File: src/rtl/door_lock_param.sv
// Parameterised keypad door lock: edge-detected button digits, sticky mismatch, timeout and lockout.
// Outputs are registered; state changes one cycle after the deciding input.
module door_lock_param #(
    parameter int N_BTN       = 3,
    parameter int CODE_LEN    = 2,
    parameter logic [CODE_LEN*(($clog2(N_BTN) > 1) ? $clog2(N_BTN) : 1)-1:0] CODE = 4'b0010,
    parameter int MAX_FAIL    = 3,
    parameter int LOCK_CYC    = 16,
    parameter int TIMEOUT_CYC = 32
) (
    input  logic                            clk,
    input  logic                            rst,
    input  logic                            start,
    input  logic [N_BTN-1:0]                button,
    output logic [N_BTN-1:0]                led_btn,
    output logic                            led_ok,
    output logic                            led_fail,
    output logic                            led_lock,
    output logic [$clog2(MAX_FAIL+1)-1:0]   fail_cnt
);
    localparam int IDXW = ($clog2(N_BTN) > 1) ? $clog2(N_BTN) : 1;
    localparam int FCW  = $clog2(MAX_FAIL+1);
    localparam int DIW  = (CODE_LEN > 1) ? $clog2(CODE_LEN) : 1;
    localparam int TW   = (TIMEOUT_CYC > 1) ? $clog2(TIMEOUT_CYC) : 1;
    localparam int LW   = (LOCK_CYC > 1) ? $clog2(LOCK_CYC) : 1;

    typedef enum logic [2:0] {IDLE, ENTER, OK, FAIL, LOCK} state_t;

    state_t           state;
    logic [N_BTN-1:0] button_q;
    logic [DIW-1:0]   dig_idx;
    logic             mism;
    logic [TW-1:0]    to_cnt;
    logic [LW-1:0]    lock_cnt;

    logic [N_BTN-1:0] ev;
    logic             any_ev;
    logic [IDXW-1:0]  exp_digit;
    logic             digit_ok;
    logic             last_digit;
    logic             code_ok;
    logic             code_bad;
    logic [FCW-1:0]   fail_inc;
    logic             to_lock;

    always_comb begin
        ev         = button & ~button_q;
        any_ev     = |ev;
        exp_digit  = CODE[int'(dig_idx)*IDXW +: IDXW];
        // Equality with a one-hot word rejects both wrong and simultaneous presses.
        digit_ok   = (ev == (N_BTN'(1) << exp_digit));
        last_digit = (dig_idx == DIW'(CODE_LEN-1));
        code_ok    = any_ev && last_digit && !mism && digit_ok;
        code_bad   = (any_ev && last_digit && (mism || !digit_ok)) ||
                     (!any_ev && (to_cnt == TW'(TIMEOUT_CYC-1)));
        fail_inc   = (fail_cnt == FCW'(MAX_FAIL)) ? fail_cnt : fail_cnt + 1'b1;
        to_lock    = (fail_inc == FCW'(MAX_FAIL));
    end

    always_ff @(posedge clk) begin
        if (rst) begin
            state    <= IDLE;
            button_q <= '0;
            dig_idx  <= '0;
            mism     <= 1'b0;
            to_cnt   <= '0;
            lock_cnt <= '0;
            led_btn  <= '0;
            led_ok   <= 1'b0;
            led_fail <= 1'b0;
            led_lock <= 1'b0;
            fail_cnt <= '0;
        end else begin
            button_q <= button;
            case (state)
                IDLE: begin
                    if (start) begin
                        state   <= ENTER;
                        dig_idx <= '0;
                        mism    <= 1'b0;
                        to_cnt  <= '0;
                    end
                end
                ENTER: begin
                    if (!start) begin
                        state   <= IDLE;
                        led_btn <= '0;
                    end else begin
                        led_btn <= led_btn | ev;
                        if (code_ok) begin
                            state    <= OK;
                            led_ok   <= 1'b1;
                            fail_cnt <= '0;
                        end else if (code_bad) begin
                            fail_cnt <= fail_inc;
                            if (to_lock) begin
                                state    <= LOCK;
                                led_lock <= 1'b1;
                                lock_cnt <= '0;
                            end else begin
                                state    <= FAIL;
                                led_fail <= 1'b1;
                            end
                        end else if (any_ev) begin
                            dig_idx <= dig_idx + 1'b1;
                            mism    <= mism | !digit_ok;
                            to_cnt  <= '0;
                        end else begin
                            to_cnt <= to_cnt + 1'b1;
                        end
                    end
                end
                OK, FAIL: begin
                    if (!start) begin
                        state    <= IDLE;
                        led_ok   <= 1'b0;
                        led_fail <= 1'b0;
                        led_btn  <= '0;
                    end
                end
                LOCK: begin
                    if (lock_cnt == LW'(LOCK_CYC-1)) begin
                        state    <= IDLE;
                        led_lock <= 1'b0;
                        led_btn  <= '0;
                        fail_cnt <= '0;
                    end else begin
                        lock_cnt <= lock_cnt + 1'b1;
                    end
                end
                default: state <= IDLE;
            endcase
        end
    end
endmodule

File: config.mk
export PLATFORM = sky130hd
export DESIGN_NAME = door_lock_param
export DESIGN_NICKNAME = d
export VERILOG_FILES = /design/src/rtl/door_lock_param.sv
export SDC_FILE = /design/constraint.sdc
export NUM_CORES = 1
export LEC_CHECK = 0
export ABC_AREA = 1
export BUFFER_PORTS_ARGS = -buffer_cell sky130_fd_sc_hd__buf_2
export CAP_MARGIN = 20
export CORE_MARGIN = 2
export CORE_UTILIZATION = 40
export CTS_CLUSTER_SIZE = 20
export DETAILED_ROUTE_END_ITERATION = 7
export PLACE_DENSITY_LB_ADDON = 0.05
export SYNTH_ARGS = -nofsm -noshare
export SYNTH_HDL_FRONTEND = slang
export SYNTH_SLANG_ARGS = --single-unit
File: constraint.sdc
create_clock -name clk -period 1.6 [get_ports clk]
set_input_delay 0.08 -clock clk [delete_from_list [all_inputs] [get_ports clk]]
set_output_delay 0.08 -clock clk [all_outputs]
set_load 0.03 [all_outputs]
Word-level counts from Yosys, hierarchy flattened
Cells that the tools add are included.

storage, ports and cells
  flip-flop bits (word level) = 25
  output and inout port bits = 8
  word-level logic and storage cells = 124

operators by class
  add/sub/neg operators = 4
  eq/ne operators = 23
  shifts and indexed selects = 2
  muxes and demuxes = 54
  bitwise operators = 4
  reduce and logical (&&, ||, !) cells = 26

operators by type and width
  cell                                                                    count
  5-bit 2-to-1 mux                                                        5
  3-bit 2-to-1 mux                                                        8
  2-bit inequality test (second input constant)                           12
  6-bit AND reduction                                                     4
  1-bit 2-to-1 mux                                                        21
  4-bit 2-to-1 mux                                                        5
  3-bit one-hot mux with 4 select lines                                   1
  4-bit AND reduction                                                     3
  2-bit 2-to-1 mux                                                        5
  1-bit one-hot mux with 2 select lines                                   5
  5-bit one-hot mux with 2 select lines                                   1
  3-bit one-hot mux with 3 select lines                                   1
  4-bit one-hot mux with 2 select lines                                   1
  3-bit by 2-bit equality test with 1-bit output (second input constant)  2
  2-bit nonzero test                                                      3
  5-bit by 1-bit adder with 5-bit output (second input constant)          1
  5-bit equality test (second input constant)                             1
  1-bit logical AND                                                       5
  5-bit AND reduction                                                     1
  4-bit by 1-bit adder with 4-bit output (second input constant)          1
  2-bit equality test (second input constant)                             2
  4-bit equality test (second input constant)                             1
  4-bit inequality test (second input constant)                           1
  2-bit one-hot mux with 2 select lines                                   1
  other kinds (19)                                                        22

Logic depth before layout (Yosys ltp)
  depth after elaboration = 11
  depth in mapped cells = 14
  depth with buffers taken out = 14

Least setup slack after synthesis
OpenSTA, ideal clock, no wires.

  path kind = flip-flop to flip-flop
  from = register to_cnt[0]
  to = register lock_cnt[0]
  library setup time = 113 ps
  arrival time = 1,469 ps
  slack = 19 ps
  cell stages (with the launch flop) = 14
  path through = dfxtp_1 ha_1 nand2_1 nor2_1 ha_1 inv_1 nor2_1 nor2_1 nand2_4 inv_2 nor2_2 nand3_1 nand2_1 nor2_1

between the ends
  word-level cells in the longest chain between the ends = 5

RTL lines
  item                             RTL line  source
  start, declared                  33        logic [TW-1:0] to_cnt;
  start signal, assigned           109       to_cnt <= to_cnt + 1'b1;
  5-bit equality test              55        (!any_ev && (to_cnt == TW'(TIMEOUT_CYC-1)));
  1-bit logical AND                55
  1-bit logical OR                 54        code_bad = (any_ev && last_digit && (mism || !digit_ok)) ||
  2-bit inequality test (no line)  --
  6-bit AND reduction (no line)    --
  end signal, assigned             128       lock_cnt <= lock_cnt + 1'b1;
  end, declared                    34        logic [LW-1:0] lock_cnt;

No other way between the ends.
A chain may end at the register's enable or synchronous reset.

Worst setup path in the final report
  from = register to_cnt[0]
  to = register led_fail

between the ends
  word-level cells in the longest chain between the ends = 5

RTL lines
  item                             RTL line  source
  5-bit equality test              55
  1-bit logical AND                55
  1-bit logical OR                 54
  2-bit inequality test (no line)  --
  6-bit AND reduction (no line)    --
  end signal, assigned             70        led_fail <= 1'b0;
  end signal, assigned             102       led_fail <= 1'b1;
  end signal, assigned             117       led_fail <= 1'b0;
  end, declared                    17        output logic led_fail,

No other way between the ends.

==> impl_results.md <==
- First-pass DRT Iterations: 4
- Min Clock Period, post-route: ~1600 ps
- GPL Wtd Cong: 0.8573
- CTS Buf Count: 3
- Syn-to-layout area delta: 29.24%
- Pint: 0.002048 W
- Syn avg cell area: 6.319 sq um
- Starting DRT DRC Count: slightly below 60
- RSZ-0062 raised after global routing: yes
- Final worst setup slack: -45.34 ps
- Worst-path fanout max: 5
- Inst Count DP: approximately 310
- Die Width: 65.19 um
- Largest net degree at the start of global routing: 14
- Worst Hold Class: primary input to register
- Met1 GRT Util: roughly a quarter
- Layout cells sized above 1: 30.26%
- Tot Pwr: 0.003935 W
- PortBufs: 13
- Critical path startpoint category: register
- Final std cells w/o fill: 319
- Hold Crit Start: button[1]
- Fin nets: between 200 and 300
- Die ar.: 0.004250 sq mm
- Leak Pwr: ~0.95 nW
- Max Cap Violations: 0
- Critical path class: register to register
- Synth async-reset ratio: 0%
- DR vias: 1,502
- Reg clk slew, reported paths: around 90 ps
- WL per Instance: approximately 11 um
- Worst path arrival time: roughly 1900 ps
- Vias in the first global route: ~1,500
- CP required: roughly 1800 ps
- DRT antenna net count: 0
- Initial core utilization: between 40% and 50%
- Fin. max-slew vios: 0
- H-tree depth: 1
- Slew Limit Headroom: a little over 70%
- Total track usage: a little under a fifth
- Fin Clk Skew: about 3.1 ps
- Synth Net Count: 246
- Die height: around 65 um
- Cell variety after synth: 22
- Switch Pwr: 0.001887 W
- Remaining DRCs: 0
- Ranking of synthesized cells by area: dfxtp_1, nand2_1, nor2_1, inv_1, nand3_1
- Actual slew at the worst max-slew pin: ~400 ps
- TNS Setup: -331.1 ps
- Diodes inserted: 0
- Synth Warn #: 0
- # setup viols final: 11
- Combinational power share: roughly 66%
- Synth top area share: about 33%
- Power per Cell Area: just over 2000 mW/mm^2
- Net Sw Frac: 47.95%
- VDD IR max: around 0.84 mV
- Worst-Skew Late Latency: between 200 and 300 ps
- Failing checks: negative setup slack
- Seq/Total Area, Yosys: roughly 33%
- Fmax: ~610 MHz
- I/O Pins: 14
- Root Driver: clkbuf_8
- Post-Syn Area: approximately 0.0015 sq mm
- Total grt overflow: 0
- Launching point of the worst reg2reg path: to_cnt[0]$_SDFFE_PP0P_
- CTS tree: built
- Final core occ: ~53%
- Grt peak-use layer: met2
- Clock power frac: about a tenth
- M2 GR Usage: a little under a third
- EDFF count, synth: 0
- Final hold vios: 0
- HPWL Detailed: 2709 um
- Setup crit end kind: register
- Synth Instances: 237
- Commonest cells post-synth: nand2_1, nor2_1, inv_1
- Main synth FF type: dfxtp_1
- Grt met3 use: 2.740%
- Core Region: between 0.003 and 0.004 sq mm
- Largest area contributor in the netlist: dfxtp_1
- CTS sink cnt: 25
- First-pass GRT wire length: 6161 um
- Site row count: 22
- Number of synthesized register bits: 25
- WL final: ~3600 um
- Vias per cell: about 4.7
- Top-count cell post-synth: nand2_1
- Setup crit start: to_cnt[0]$_SDFFE_PP0P_
- Final worst-path cycle share: 102.8%
- Hold Slack: between 50 and 60 ps
- Register share of total power: between 20% and 30%
- Status: finished with violations
- Clock Path Buffers: 2
- Initial antenna violation count: 0
-- layout make-up --
cell class              instances  area, sq um
clock buffers                   4        45.04
multi-input cells             174        969.7
repair buffers                 31        212.7
fillers                       391         1698
well taps                      48        60.06
flip-flops and latches         25        504.2
inverters                      37        143.9
-- logic make-up (layout without fill, tap and decap cells) --
kind of cell,count (synthesis),in the layout,synth area share (%)
buffers and inverters,39,72,9.858
adders and majority gates,3,3,2.507
xor gates and xnor gates,1,1,0.5849
DFF,25,25,33.42
and+or+nand+nor,154,155,48.62
AOI/OAI and AO/OA,15,15,5.012
-- layer usage --
layer  vias up  routed length [um]
li1        806                   -
met1       675                1751
met2        15                1696
met3         6                  70
met4         0                  47
met5         -                   0
-- placed cells by master (no fill, tap or decap), drive strengths merged --
master  count
nand4       5
nor2       54
inv        37
nor3        2
xor2        1
nor4b       1
nand3      25
dfxtp      25
o21ai       5
nor3b       1
buf        31
a21oi      10
nand2      65
clkbuf      4
or2         2
ha          3
-- what timing repair did --
action,in CTS,in global routing
hold buffers,0,0
endpoints found under the hold margin,0,0
cloned,0,1
pin swaps,5,9
resized for setup,13,19
endpoints found under the setup margin,15,21
buffers inserted,0,3
-- stage by stage --
| step | instance area [sq um] | worst slack, ps |
|---|---|---|
| finish | 1936 | -45.34 |
| global route | 1936 | -162.9 |
| CTS | 1810 | -31.16 |
| detailed placement | 1727 | -139.2 |
| global placement | 1727 | -90.86 |
| floorplan | 1498 | 18.60 |
-- critical path, cell delays in order (launching register included) --
cell     delay [ps]
dfxtp_2         360
ha_4            140
nand2_2          50
nor2_1          100
ha_2            180
inv_2            40
nor2_4          100
nor2_4           50
nand2_4         100
inv_4            50
nor2_4          150
buf_4           140
a21oi_2          40
nor2_1           80
-- power by group through the flow --
stage	Combinational, W	Clock, W	Sequential, W
6_report	0.00259	0.000379	0.000962
5_1_grt	0.00292	0.000425	0.000994
4_1_cts	0.00228	0.000399	0.000951
3_5_place_dp	0.00219	0	0.000962
3_3_place_gp	0.00220	0	0.000961
2_1_floorplan	0.00144	0	0.00107
-- registers in the layout, summed over array words and instances (netlist names) --
name      flops
button_q      3
dig_idx       1
fail_cnt      2
led_btn       3
led_fail      1
led_lock      1
led_ok        1
lock_cnt      4
mism          1
state         3
to_cnt        5
-- final timing paths --
path	to	slack [ps]	cells past startpoint
worst max-delay path	led_fail$_SDFFE_PP0P_	-50	13
worst min-delay path	button_q[1]$_SDFF_PP0_	50	3
worst max register to register	led_fail$_SDFFE_PP0P_	-50	13
worst min register to register	led_btn[2]$_SDFFE_PP0P_	440	2
(Power assumes the default switching activity.)
